<file path="config.mk">
export PLATFORM = sky130hd
export DESIGN_NAME = mux_rr_nx1
export DESIGN_NICKNAME = d
export VERILOG_FILES = /design/src/rtl/mux_rr_nx1.sv
export SDC_FILE = /design/constraint.sdc
export NUM_CORES = 1
export LEC_CHECK = 0
export BUFFER_PORTS_ARGS = -buffer_cell sky130_fd_sc_hd__buf_2
export CAP_MARGIN = 20
export CORE_MARGIN = 5
export CORE_UTILIZATION = 40
export DETAILED_ROUTE_END_ITERATION = 10
export GPL_TIMING_DRIVEN = 0
export PLACE_DENSITY_LB_ADDON = 0.12
export SLEW_MARGIN = 10
export SYNTH_ARGS = -nofsm -noshare
export SYNTH_HDL_FRONTEND = slang
export SYNTH_SLANG_ARGS = --single-unit
</file>
<file path="constraint.sdc">
create_clock -name clk -period 13.67 [get_ports clk]
set_clock_uncertainty 0.1 [all_clocks]
set_input_delay 0 -clock clk [delete_from_list [all_inputs] [get_ports clk]]
set_output_delay 0 -clock clk [all_outputs]
set_load 0.02 [all_outputs]
</file>
<file path="src/rtl/mux_rr_nx1.sv">
// Registered N-to-1 channel multiplexer with valid/ready handshakes.
// Selection is a fixed binary index or a fair round-robin scan.
module mux_rr_nx1 #(
  parameter int unsigned WIDTH    = 8,
  parameter int unsigned CHANNELS = 16,
  localparam int unsigned SEL_W   = $clog2(CHANNELS)
) (
  input  logic                      clk,
  input  logic                      rst_n,
  input  logic [CHANNELS*WIDTH-1:0] in_data,
  input  logic [CHANNELS-1:0]       in_valid,
  output logic [CHANNELS-1:0]       in_ready,
  input  logic                      mode,
  input  logic [SEL_W-1:0]          sel,
  output logic [WIDTH-1:0]          out_data,
  output logic [SEL_W-1:0]          out_chan,
  output logic                      out_valid,
  input  logic                      out_ready
);

  localparam int unsigned         IDX_W     = SEL_W + 1;
  localparam logic [IDX_W-1:0]    CHAN_CNT  = IDX_W'(CHANNELS);
  localparam logic [SEL_W-1:0]    LAST_CHAN = SEL_W'(CHANNELS - 1);

  logic [WIDTH-1:0]    chan_data [CHANNELS];
  logic [SEL_W-1:0]    ptr;
  logic                load;
  logic                fix_any;
  logic                rr_any;
  logic [SEL_W-1:0]    rr_idx;
  logic [IDX_W-1:0]    rr_cand;
  logic                grant_any;
  logic [SEL_W-1:0]    grant_idx;
  logic [CHANNELS-1:0] grant_hit;
  logic [WIDTH-1:0]    grant_data;
  logic [SEL_W-1:0]    ptr_inc;

  for (genvar k = 0; k < CHANNELS; k++) begin : g_unpack
    assign chan_data[k] = in_data[k*WIDTH +: WIDTH];
  end

  // Fixed select matches sel against legal indices only, so out-of-range sel grants nothing.
  always_comb begin
    fix_any = 1'b0;
    for (int unsigned k = 0; k < CHANNELS; k++) begin
      if ((sel == SEL_W'(k)) && in_valid[k]) fix_any = 1'b1;
    end
  end

  // Round-robin: first valid channel at or after ptr, wrapping modulo CHANNELS.
  always_comb begin
    rr_any  = 1'b0;
    rr_idx  = '0;
    rr_cand = '0;
    for (int unsigned i = 0; i < CHANNELS; i++) begin
      rr_cand = {1'b0, ptr} + IDX_W'(i);
      if (rr_cand >= CHAN_CNT) rr_cand = rr_cand - CHAN_CNT;
      if (!rr_any && in_valid[rr_cand[SEL_W-1:0]]) begin
        rr_any = 1'b1;
        rr_idx = rr_cand[SEL_W-1:0];
      end
    end
  end

  always_comb begin
    grant_any  = mode ? rr_any : fix_any;
    grant_idx  = mode ? rr_idx : sel;
    grant_hit  = '0;
    grant_data = '0;
    for (int unsigned k = 0; k < CHANNELS; k++) begin
      if (grant_any && (grant_idx == SEL_W'(k))) begin
        grant_hit[k] = 1'b1;
        grant_data   = chan_data[k];
      end
    end
  end

  assign load     = !out_valid || out_ready;
  // Held at zero during reset so no channel believes its word was taken.
  assign in_ready = (rst_n && load) ? grant_hit : '0;
  assign ptr_inc  = (grant_idx == LAST_CHAN) ? '0 : grant_idx + SEL_W'(1);

  always_ff @(posedge clk or negedge rst_n) begin
    if (!rst_n) begin
      out_valid <= 1'b0;
      out_data  <= '0;
      out_chan  <= '0;
      ptr       <= '0;
    end else if (load) begin
      if (grant_any) begin
        out_valid <= 1'b1;
        out_data  <= grant_data;
        out_chan  <= grant_idx;
        if (mode) ptr <= ptr_inc;
      end else begin
        out_valid <= 1'b0;
      end
    end
  end

endmodule

</file>
Word level (Yosys, flattened, before mapping) --
Index checks and enable logic that the tools add are counted.
Cells by class: equality and inequality tests 30, magnitude comparators 32, reductions and logical operators 69, add/subtract/negate cells 32, mux-type cells 133
Operator list (number):
- two-way mux 4 bit | 34
- two-way mux 8 bit | 16
- < comparator 4 x 5 -> 1 bit, second input constant | 16
- >= comparator 5 bit, second input constant | 15
- two-way mux 1 bit | 66
- binary-select mux 1 bit (select 4 bit) | 16
- == test 4 bit, second input constant | 16
- subtractor 4 x 1 -> 4 bit, second input constant | 16
- logical AND 1 bit | 48
- adder 4 x 4 -> 5 bit, second input constant | 8
- == test 4 x 3 -> 1 bit, second input constant | 8
- adder 4 x 3 -> 5 bit, second input constant | 4
- == test 4 x 2 -> 1 bit, second input constant | 4
- zero test 1 bit | 16
- two-way mux 16 bit | 1
- adder 4 x 2 -> 5 bit, second input constant | 2
- == test 4 x 1 -> 1 bit, second input constant | 2
- zero test 4 bit | 2
- adder 4 x 1 -> 5 bit, second input constant | 1
- >= comparator 4 x 5 -> 1 bit, second input constant | 1
- adder 4 x 1 -> 4 bit, second input constant | 1
- AND reduction 3 bit | 1
- AND reduction 2 bit | 1
- logical OR 1 bit | 1
Storage, ports and cells: register bits 17, logic and storage cells 300, output and inout bits 29, bits of input ports 152

Depth between registers and ports, before layout --
Gate-level depths: netlist (run 1).
word-level depth 69, mapped depth 27, depth with buffers taken out 21

Worst setup path before layout (run 1) --
OpenSTA, ideal clock, no wires.
kind flip-flop to flip-flop, from register ptr[1], to register out_data[7], path buffers 7, data required time 13.493 ns, library setup time 0.077 ns, arrival time 6.009 ns, cell stages (with the launch flop) 28, period minus slack after synthesis 6.186 ns, setup slack 7.484 ns, cells stage by stage dfrtp_1 -> buf_6 -> buf_6 -> buf_1 -> inv_1 -> ha_1 -> buf_2 -> mux4_2 -> mux2i_1 -> mux2_2 -> nand3_1 -> nor4_4 -> a32oi_1 -> o211ai_1 -> o41a_1 -> inv_1 -> ha_1 -> clkbuf_1 -> nor2b_1 -> clkbuf_1 -> clkbuf_1 -> a221o_1 -> o21ai_0 -> nor2_1 -> a211oi_1 -> o32ai_1 -> o2111ai_1 -> a21oi_1
Between the ends: longest elaborated chain between the ends 69, elaborated cells on any way between the ends 208, classes of those cells add/sub (31); order compare (16); eq/ne (15); mux (98); reduce/logical (48)
RTL lines:
- start: declaration | RTL line 26 | logic [SEL_W-1:0] ptr;
- start signal: assignment | RTL line 94 | if (mode) ptr <= ptr_inc;
- parallel branches: the longest is 49 deep, another holds adder 4 x 1 -> 5 bit
- two-way mux 4 bit * | RTL line 58 | if (!rr_any && in_valid[rr_cand[SEL_W-1:0]]) begin
- two-way mux 4 bit * | RTL line 67 | grant_idx = mode ? rr_idx : sel;
- via grant_idx[1] | RTL line 33 | logic [SEL_W-1:0] grant_idx;
- zero test 4 bit | RTL line 71 | if (grant_any && (grant_idx == SEL_W'(k))) begin
- logical AND 1 bit | RTL line 71
- two-way mux 8 bit (15 in a row) | RTL line 71
- two-way mux 8 bit * | RTL line 71
- end signal: assignment | RTL line 92 | out_data <= grant_data;
- end: declaration | RTL line 15 | output logic [WIDTH-1:0] out_data,
Mark *: on every way through the listed nets, which the timed path passes. The select of a mux whose other input is x is not followed. A chain may end at the register's enable or synchronous reset.

Worst setup path in the final report (run 1) --
from register ptr[2], to register out_data[7]
Same word-level chain as after synthesis.

==> metrics.cfg, run 1 <==
[yosys]
synthArstFlopShare=1.00
synth_warnings=0
yosysTopAreaCell=mux4_2
synth_area_leaders=mux4_2, dfrtp_1, mux2i_1
synth-edff-count=0
ys_ff_latch=17
synth_fp_nets=788
syn_inst=625
ys.flop_type=dfrtp_1
syn_area_per_cell_um2=7.81
synth_top_area_frac=0.134
yosysUniqueCellTypes=77
synth_seq_area_share=0.0872
syn-cell-area_um2=4880

[worst_setup_path]
critical_path_cell_count=27
crit_path_end_kind=flip-flop
reg2reg_to=out_data[7]$_DFFE_PN0P_
path_max_fanout=10
slowest_delay_ns=0.57
r2r_cells=27
setup.worst_path.class=flip-flop to flip-flop
cp_num_buf_inv=10
r2r_start=ptr[2]$_DFFE_PN0P_
critPathSlowestCell=mux4_2
critPathArrivalTime_ns=8.51
startpoint_type=flip-flop
critical_path_required_ns=13.75
worst-r2r-setup-slack_ns=5.25
crit_family=buffers and inverters

[worst_hold_path]
min_from=in_data[116]
min_path_cells=3
hold_path_end=out_data[4]$_DFFE_PN0P_
hold_class=primary input to flip-flop

[placed_design]
port_buffers=178
placed_area_um2=5960
dp_hpwl_mm=17.9
gp_congestion=0.965

[global_route]
grt-ovfl-total=0
grt_max_degree=21
grt_pass1_vias=6012
antenna_found_initial=0
grt_pass1_wl_mm=33.8
grt_usage=0.293

[flow_run]
maxCapViolCount=0

[drt]
met3_length_mm=2.27
drt_iter0_markers=764
highest_layer=met4
first_pass_iters=5
remaining_drc_errors=0
drt-total-wl_mm=22.2
ant_nets=0
via_per_inst=6.47
wl_met2_mm=9.63
dr_total_vias=6217
drt-met1-wl_mm=9.96
wl_per_cell_um=23.1

[finish]
n_fill_cell=1216
layout_common_cells=buf_2, nand2_1, nor2_1, o21ai_0, a21oi_1
final_area_um2=6110
num_antenna_cells=0
final_common_cell=buf_2
nNetsFinal=978
post-route-util=0.508
area_growth_pct=25.1
layout-drive-gt1-share=0.326

[floorplanning]
die_area_um2=14500
io_pins=181
die_h_um=120
rows=40
core_um2=12000
die_w_um=120
initial_core_util=0.406

[timing]
fin_crit_sh=0.616
fin_setup_tns_ns=0
max_freq_mhz=119
hold_violations=0
worst_pin_slew_ns=0.908
setup_violations=0
rsz0062_at_grt=no
slew_viol_final=0
final.min_clock_period_ns=8.42
whs_ns=0.00639
relSlewSlack=0.390

[cts]
cts_tree=done
clk_pin_slew_ns=0.06
clockBufferDepth=2
clock_tree.htree_level_count=1
clkLatencyLatePin_ns=0.25
cts_root_buf=clkbuf_16
clock_sinks=17
cts_buffers=3

[outcome]
status=completed

==> state kept, by name, indices dropped and copies added (netlist names) <==
name and cells:
out_data 8, out_valid 1, ptr 4, out_chan 4
==> per-stage QoR <==
stage | setup slack (ns) | std cells
CTS | 5.44 | 961
detailed placement | 5.46 | 950
finish | 5.25 | 961
floorplan | 7.48 | 625
global placement | 5.52 | 950
global route | 4.74 | 961
==> synth_stat cells, types with 9 or more instances <==
cell type / number
nand2_1: 62
nor2_1: 57
o21ai_0: 48
a21oi_1: 37
mux2i_1: 29
mux4_2: 29
o22ai_1: 26
clkbuf_1: 25
inv_1: 19
dfrtp_1: 17
nand3_1: 17
mux2_2: 15
a22oi_1: 13
a221o_1: 12
ha_1: 11
nor3_1: 11
xnor2_1: 11
a31oi_1: 9
buf_2: 9
o211ai_1: 9
==> per-layer routing <==
layer	global-route usage	vias to the layer above
li1	-	2840
met1	0.449	2970
met2	0.432	376
met3	0.0514	31
met4	0.0503	0
met5	0	-
==> worst min-delay path: cells and delay by family <==
| kind | cells | cell delay [ns] |
|---|---|---|
| compound gates | 2 | 0.25 |
| buf+inv | 1 | 0.08 |
==> final cells by class <==
type                            count  area [um^2]  share of cell area
Multi-Input combinational cell    539         4130               0.677
Clock inverter                      1         5.00            0.000820
Inverter                           22         82.6              0.0135
Buffer                             47          240              0.0393
Sequential cell                    17          425              0.0697
Clock buffer                        3         75.1              0.0123
Tap cell                          147          184              0.0301
Timing Repair Buffer              185          961               0.157
==> how the worst max path moves through the flow <==
stage	start	endpoint	slack (ns)
floorplan	ptr[1]$_DFFE_PN0P_	out_data[7]$_DFFE_PN0P_	7.48
detailed placement	ptr[2]$_DFFE_PN0P_	out_data[7]$_DFFE_PN0P_	5.46
global placement	ptr[1]$_DFFE_PN0P_	out_data[7]$_DFFE_PN0P_	5.52
global route	ptr[2]$_DFFE_PN0P_	out_data[7]$_DFFE_PN0P_	4.74
finish	ptr[2]$_DFFE_PN0P_	out_data[7]$_DFFE_PN0P_	5.25
CTS	ptr[2]$_DFFE_PN0P_	out_data[7]$_DFFE_PN0P_	5.44
==> what timing repair did <==
| action | in CTS | in global routing |
|---|---|---|
| gates resized for setup | 0 | 0 |
| endpoints found under the hold margin | 23 | 0 |
| buffers inserted | 0 | 0 |
| hold buffers | 7 | 0 |
==> cell families after synthesis <==
| family | count (synthesis) | share of synthesized area |
|---|---|---|
| compound gates | 226 | 0.317 |
| simple gates | 206 | 0.207 |
| mux | 81 | 0.266 |
| buf+inv | 69 | 0.0661 |
| flops | 17 | 0.0872 |
| xor+xnor | 15 | 0.0285 |
| fa+ha+maj | 11 | 0.0282 |
Power of run 1 is left out: the tool's default activity adds up to more than one toggle a clock period on the data nets, which glitch-free logic cannot reach.
==> run 2: changes to the inputs <==
==> constraint.sdc (replaced) <==
create_clock -name clk -period 7.4 [get_ports clk]
set_clock_uncertainty 0.1 [all_clocks]
set_input_delay 0 -clock clk [delete_from_list [all_inputs] [get_ports clk]]
set_output_delay 0 -clock clk [all_outputs]
set_load 0.02 [all_outputs]
==> run 2 against run 1 <==
Compared with the run above: critical path depth down 1; core utilization up 0.56 points; worst hold slack about the same; critical path type unchanged.
==> metrics.cfg, run 2 (synthesis gave the netlist of run 1 again) <==
[worst_setup_path]
slowest_delay_ns=0.74  ; +0.17 ns
crit_path_end_kind=flip-flop
crit_path_start=ptr[1]$_DFFE_PN0P_
startpoint_type=flip-flop
critPathArrivalTime_ns=7.08  ; -1.43 ns
r2r_cells=26  ; -3.7%
setup.worst_path.class=flip-flop to flip-flop
critical_path_required_ns=7.43  ; -6.32 ns
r2r_start=ptr[1]$_DFFE_PN0P_
path_max_fanout=10  ; unchanged
critPathSlowestCell=xnor2_1

[placed_design]
port_buffers=178  ; unchanged
place_inst=950  ; unchanged
dp_hpwl_mm=17.9  ; unchanged
gp_congestion=0.965  ; unchanged
pre_cts_ws_ns=-0.807  ; -6.27 ns

[finish]
post-route-util=0.514  ; +0.00562
multiInputGateArea_um2=4180  ; +1.2%
largest_reg_flops=8  ; unchanged
final_common_cell=buf_2
reg_top3=out_data: 8 flops, out_chan: 4 flops, ptr: 4 flops
area_growth_pct=26.5
layout-drive-gt1-share=0.344  ; +0.0184
layout_common_cells=buf_2, nand2_1, nor2_1, o21ai_0, a21oi_1
final-seq-area_um2=425  ; unchanged
n_fill_cell=1208  ; -0.66%
nNetsFinal=978  ; unchanged
fin_cells=961  ; unchanged
num_antenna_cells=0  ; unchanged
top_register=out_data

[floorplanning]
core_um2=12000  ; unchanged
rows=40  ; unchanged
initial_core_util=0.406  ; unchanged
die_w_um=120  ; unchanged
io_pins=181  ; unchanged
die_area_um2=14500  ; unchanged
die_h_um=120  ; unchanged

[drt]
drt-total-wl_mm=22.3  ; +0.36%
first_pass_iters=7  ; +2
wl_per_cell_um=23.2  ; +0.36%
dr_total_vias=6269  ; +0.84%
drt_iter0_markers=727  ; -4.8%
ant_nets=0  ; unchanged
via_per_inst=6.52  ; +0.84%
remaining_drc_errors=0  ; unchanged

[global_route]
grt_pass1_vias=6012  ; unchanged
grt-ovfl-total=0  ; unchanged
grt_pass1_wl_mm=33.8  ; +0.12%
grt_usage=0.293  ; +0.000297
grt_max_degree=21  ; unchanged
antenna_found_initial=0  ; unchanged

[timing]
fin_setup_tns_ns=0  ; unchanged
max_freq_mhz=142  ; +19%
slew_viol_final=0  ; unchanged
worst_pin_slew_ns=0.961  ; +0.0536 ns
rsz0062_at_grt=no
hold_violations=0  ; unchanged
relSlewSlack=0.354  ; -0.0360
final.min_clock_period_ns=7.05  ; -1.37 ns
fin_ws_ns=0.351  ; -4.90 ns
fin_crit_sh=0.953  ; +0.336
setup_violations=0  ; unchanged

[cts]
clk_pin_slew_ns=0.06  ; about the same
clkLatencyLatePin_ns=0.25  ; about the same
cts_tree=done
cts_buffers=3  ; unchanged
clock_sinks=17  ; unchanged
clock_tree.htree_level_count=1  ; unchanged
cts_root_buf=clkbuf_16
clockBufferDepth=2  ; unchanged

[worst_hold_path]
min_path_cells=3  ; unchanged
min_from=in_data[116]
hold_class=primary input to flip-flop

[flow_run]
maxCapViolCount=0  ; unchanged

[outcome]
status=completed

## run 2: repair_timing
action                                  in CTS  in global routing
hold endpoints to repair                    23                  0
buffers inserted                             1                  0
pin swaps                                    1                  0
hold buffers                                 7                  0
endpoints found under the setup margin      15                 13
resized for setup                            6                 15
## run 2: layer usage
layer | global-route usage | part of all wire | up-vias
met5 | 0 | 0 | -
met1 | 0.449 | 0.46 | 3022
li1 | - | - | 2842
met2 | 0.434 | 0.43 | 369
met4 | 0.0503 | 0.017 | 0
met3 | 0.0519 | 0.093 | 36
## run 2: worst max-delay path: cells and delay by family, from the launching register on
kind                     cells  cell delay [ns]
adder cells (fa/ha/maj)      2             0.55
multiplexers                 2             0.80
AND/OR/NAND/NOR              4             0.92
AO/OA/AOI/OAI                9             1.78
flip-flops                   1             0.45
buffers and inverters        8             1.56
XOR/XNOR                     1             0.74
## run 2: area by class of cell
cell class	instances	area share
plain buffers	46	0.0405
clock buffers	3	0.0122
clock inverters	1	0.000811
inverters	22	0.0134
multi-input cells	539	0.678
flip-flops and latches	17	0.0689
well taps	147	0.0298
repair buffers	186	0.157
## run 2: path summary, 6_finish.rpt
path                                           end  slack (ns)
hold / removal             out_data[4]$_DFFE_PN0P_       0.007
hold reg to reg            out_chan[0]$_DFFE_PN0P_        0.38
max in group asynchronous    out_valid$_DFFE_PN0N_        6.75
setup reg to reg           out_data[7]$_DFFE_PN0P_        0.35
setup / recovery           out_data[7]$_DFFE_PN0P_        0.35
min in group asynchronous  out_data[3]$_DFFE_PN0P_        0.13
## run 2: metrics by stage
stage	hold WS (ns)	instance area, um^2
floorplan	-0.396	4880
global placement	-0.134	5960
detailed placement	-0.129	5960
CTS	0.00675	6120
global route	0.0272	6170
finish	0.00665	6170
Power of run 2 is left out for the same reason.
==> run 3: changes to the inputs <==
--- a/config.mk
+++ b/config.mk
@@ -5,12 +5,11 @@
 export SDC_FILE = /design/constraint.sdc
 export NUM_CORES = 1
 export LEC_CHECK = 0
-export BUFFER_PORTS_ARGS = -buffer_cell sky130_fd_sc_hd__buf_2
+export BUFFER_PORTS_ARGS = -buffer_cell sky130_fd_sc_hd__buf_4
 export CAP_MARGIN = 20
 export CORE_MARGIN = 5
 export CORE_UTILIZATION = 40
 export DETAILED_ROUTE_END_ITERATION = 10
-export GPL_TIMING_DRIVEN = 0
 export PLACE_DENSITY_LB_ADDON = 0.12
 export SLEW_MARGIN = 10
 export SYNTH_ARGS = -nofsm -noshare
==> run 3 against run 2 <==
Compared with the run above: design area increased by 3.7%; non-clock buffer count is 34 lower; via count shrank 0.89%; first-iteration DRC count up 8.4%; register-to-register slack better by 0.27 ns; highest routed layer unchanged; sequential share of layout area fell by 0.25 points; clock-buffer cell count up 1; routed wire length is 1.8% lower; flip-flop and latch count unchanged; die area is the same; cell count shrank 3.5%; core utilization up 1.9 points; largest cell class unchanged.
==> metrics.cfg, run 3 (synthesis gave the netlist of run 1 again) <==
[outcome]
status=completed

[finish]
num_antenna_cells=0  ; unchanged
top_register=out_data
layout-drive-gt1-share=0.337  ; -0.00680
area_growth_pct=31.2
largest_reg_flops=8  ; unchanged
final_common_cell=buf_4
reg_top3=out_data: 8 flops, out_chan: 4 flops, ptr: 4 flops
nNetsFinal=944  ; -3.5%
layout_common_cells=buf_4, nand2_1, nor2_1, o21ai_0, a21oi_1

[cts]
clockBufferDepth=2  ; unchanged
cts_buffers=3  ; unchanged
cts_tree=done
clkLatencyLatePin_ns=0.25  ; about the same
clock_tree.htree_level_count=1  ; unchanged
cts_root_buf=clkbuf_16
clk_pin_slew_ns=0.06  ; about the same
clock_sinks=17  ; unchanged
postCtsSetupBuffers=0  ; -1
cts_resized=0  ; -6
postCtsHoldBufs=5  ; -2

[floorplanning]
die_w_um=120  ; unchanged
initial_core_util=0.406  ; unchanged
io_pins=181  ; unchanged
core_um2=12000  ; unchanged
rows=40  ; unchanged
die_h_um=120  ; unchanged
die_area_um2=14500  ; unchanged

[worst_setup_path]
critPathArrivalTime_ns=6.86  ; -0.22 ns
path_max_fanout=12  ; +2
startpoint_type=flip-flop
critical_path_required_ns=7.48  ; +0.05 ns
setup.worst_path.class=flip-flop to flip-flop
crit_path_end_kind=flip-flop

[global_route]
antenna_found_initial=0  ; unchanged
grt_pass1_vias=5753  ; -4.3%
grt-ovfl-total=0  ; unchanged
grt_pass1_wl_mm=33.0  ; -2.3%
grt_usage=0.287  ; -0.00618
grt_max_degree=40  ; +90%

[drt]
via_per_inst=6.70  ; +2.7%
dr_total_vias=6213  ; -0.89%
ant_nets=0  ; unchanged
remaining_drc_errors=0  ; unchanged
wl_per_cell_um=23.6  ; +1.8%
drt-total-wl_mm=21.9  ; -1.8%
drt_iter0_markers=788  ; +8.4%
first_pass_iters=5  ; -2

[timing]
final.min_clock_period_ns=6.78  ; -0.266 ns
fin_ws_ns=0.617  ; +0.266 ns
slew_viol_final=0  ; unchanged
fin_setup_tns_ns=0  ; unchanged
max_freq_mhz=147  ; +3.9%
rsz0062_at_grt=no
setup_violations=0  ; unchanged
worst_pin_slew_ns=0.758  ; -0.204 ns
relSlewSlack=0.495  ; +0.140
fin_crit_sh=0.917  ; -0.0360
hold_violations=0  ; unchanged

[placed_design]
pre_cts_ws_ns=0.874  ; +1.68 ns
port_buffers=180  ; +1.1%
dp_hpwl_mm=17.5  ; -2.2%
gp_congestion=0.970  ; +0.48%

[flow_run]
maxCapViolCount=0  ; unchanged

[worst_hold_path]
hold_class=primary input to flip-flop

==> run 3: cell count changes in the layout (fill, tap and decap cells not counted), moves of 2 or more <==
cell,previous run,this run
mux2i_1,27,29
buf_6,7,0
clkbuf_1,21,1
buf_1,2,0
buf_2,188,0
clkbuf_4,2,0
buf_4,1,193
clkbuf_2,4,0
nor2_4,2,0
dlygate4sd3_1,7,5
nor2_1,55,57
==> run 3: stage by stage <==
step,instance area [um^2],hold slack [ns],instances,utilization
global placement,6270,-0.204,918,0.522
finish,6400,0.0191,927,0.533
floorplan,4880,-0.396,625,-
detailed placement,6270,-0.205,918,0.522
global route,6400,0.0225,927,0.533
CTS,6400,0.000146,927,0.533
==> run 3: final timing paths <==
| path | startpoint | to | cells after the start | slack [ns] |
|---|---|---|---|---|
| min | in_data[125] | out_data[5]$_DFFE_PN0P_ | 3 | 0.02 |
| max in group asynchronous | rst_n | out_chan[1]$_DFFE_PN0P_ | 2 | 6.90 |
| min reg2reg | out_chan[2]$_DFFE_PN0P_ | out_chan[2]$_DFFE_PN0P_ | 2 | 0.40 |
| max | ptr[2]$_DFFE_PN0P_ | out_data[7]$_DFFE_PN0P_ | 20 | 0.62 |
| max reg2reg | ptr[2]$_DFFE_PN0P_ | out_data[7]$_DFFE_PN0P_ | 20 | 0.62 |
| min in group asynchronous | rst_n | out_data[3]$_DFFE_PN0P_ | 2 | 0.07 |
==> run 3: area by class of cell <==
cell class | count | area, um^2
clock buffer | 4 | 78.8
fill | 1152 | 5610
inverter | 22 | 82.6
multi-input combinational | 539 | 4130
sequential | 17 | 425
tap | 147 | 184
timing repair buffer | 198 | 1500
==> run 3: critical path, stage by stage (launching register included) <==
cell,delay [ns]
dfrtp_1,0.71
inv_1,0.29
ha_1,0.31
a21boi_0,0.19
xnor2_1,0.48
mux4_2,0.68
nand3_1,0.31
o32ai_1,0.14
a32oi_1,0.29
o2111ai_1,0.17
a31oi_1,0.50
ha_1,0.48
nor2b_1,0.48
buf_4,0.27
a221o_1,0.15
o21ai_0,0.07
nor2_1,0.11
a211oi_1,0.05
o32ai_1,0.52
o2111ai_1,0.20
a21oi_1,0.17
==> run 3: metal layers <==
metal,GRT usage,routed length [um]
met5,0,0
met4,0.0722,585
met3,0.0758,2730
met2,0.401,9280
met1,0.434,9320
Power of run 3 is left out for the same reason.
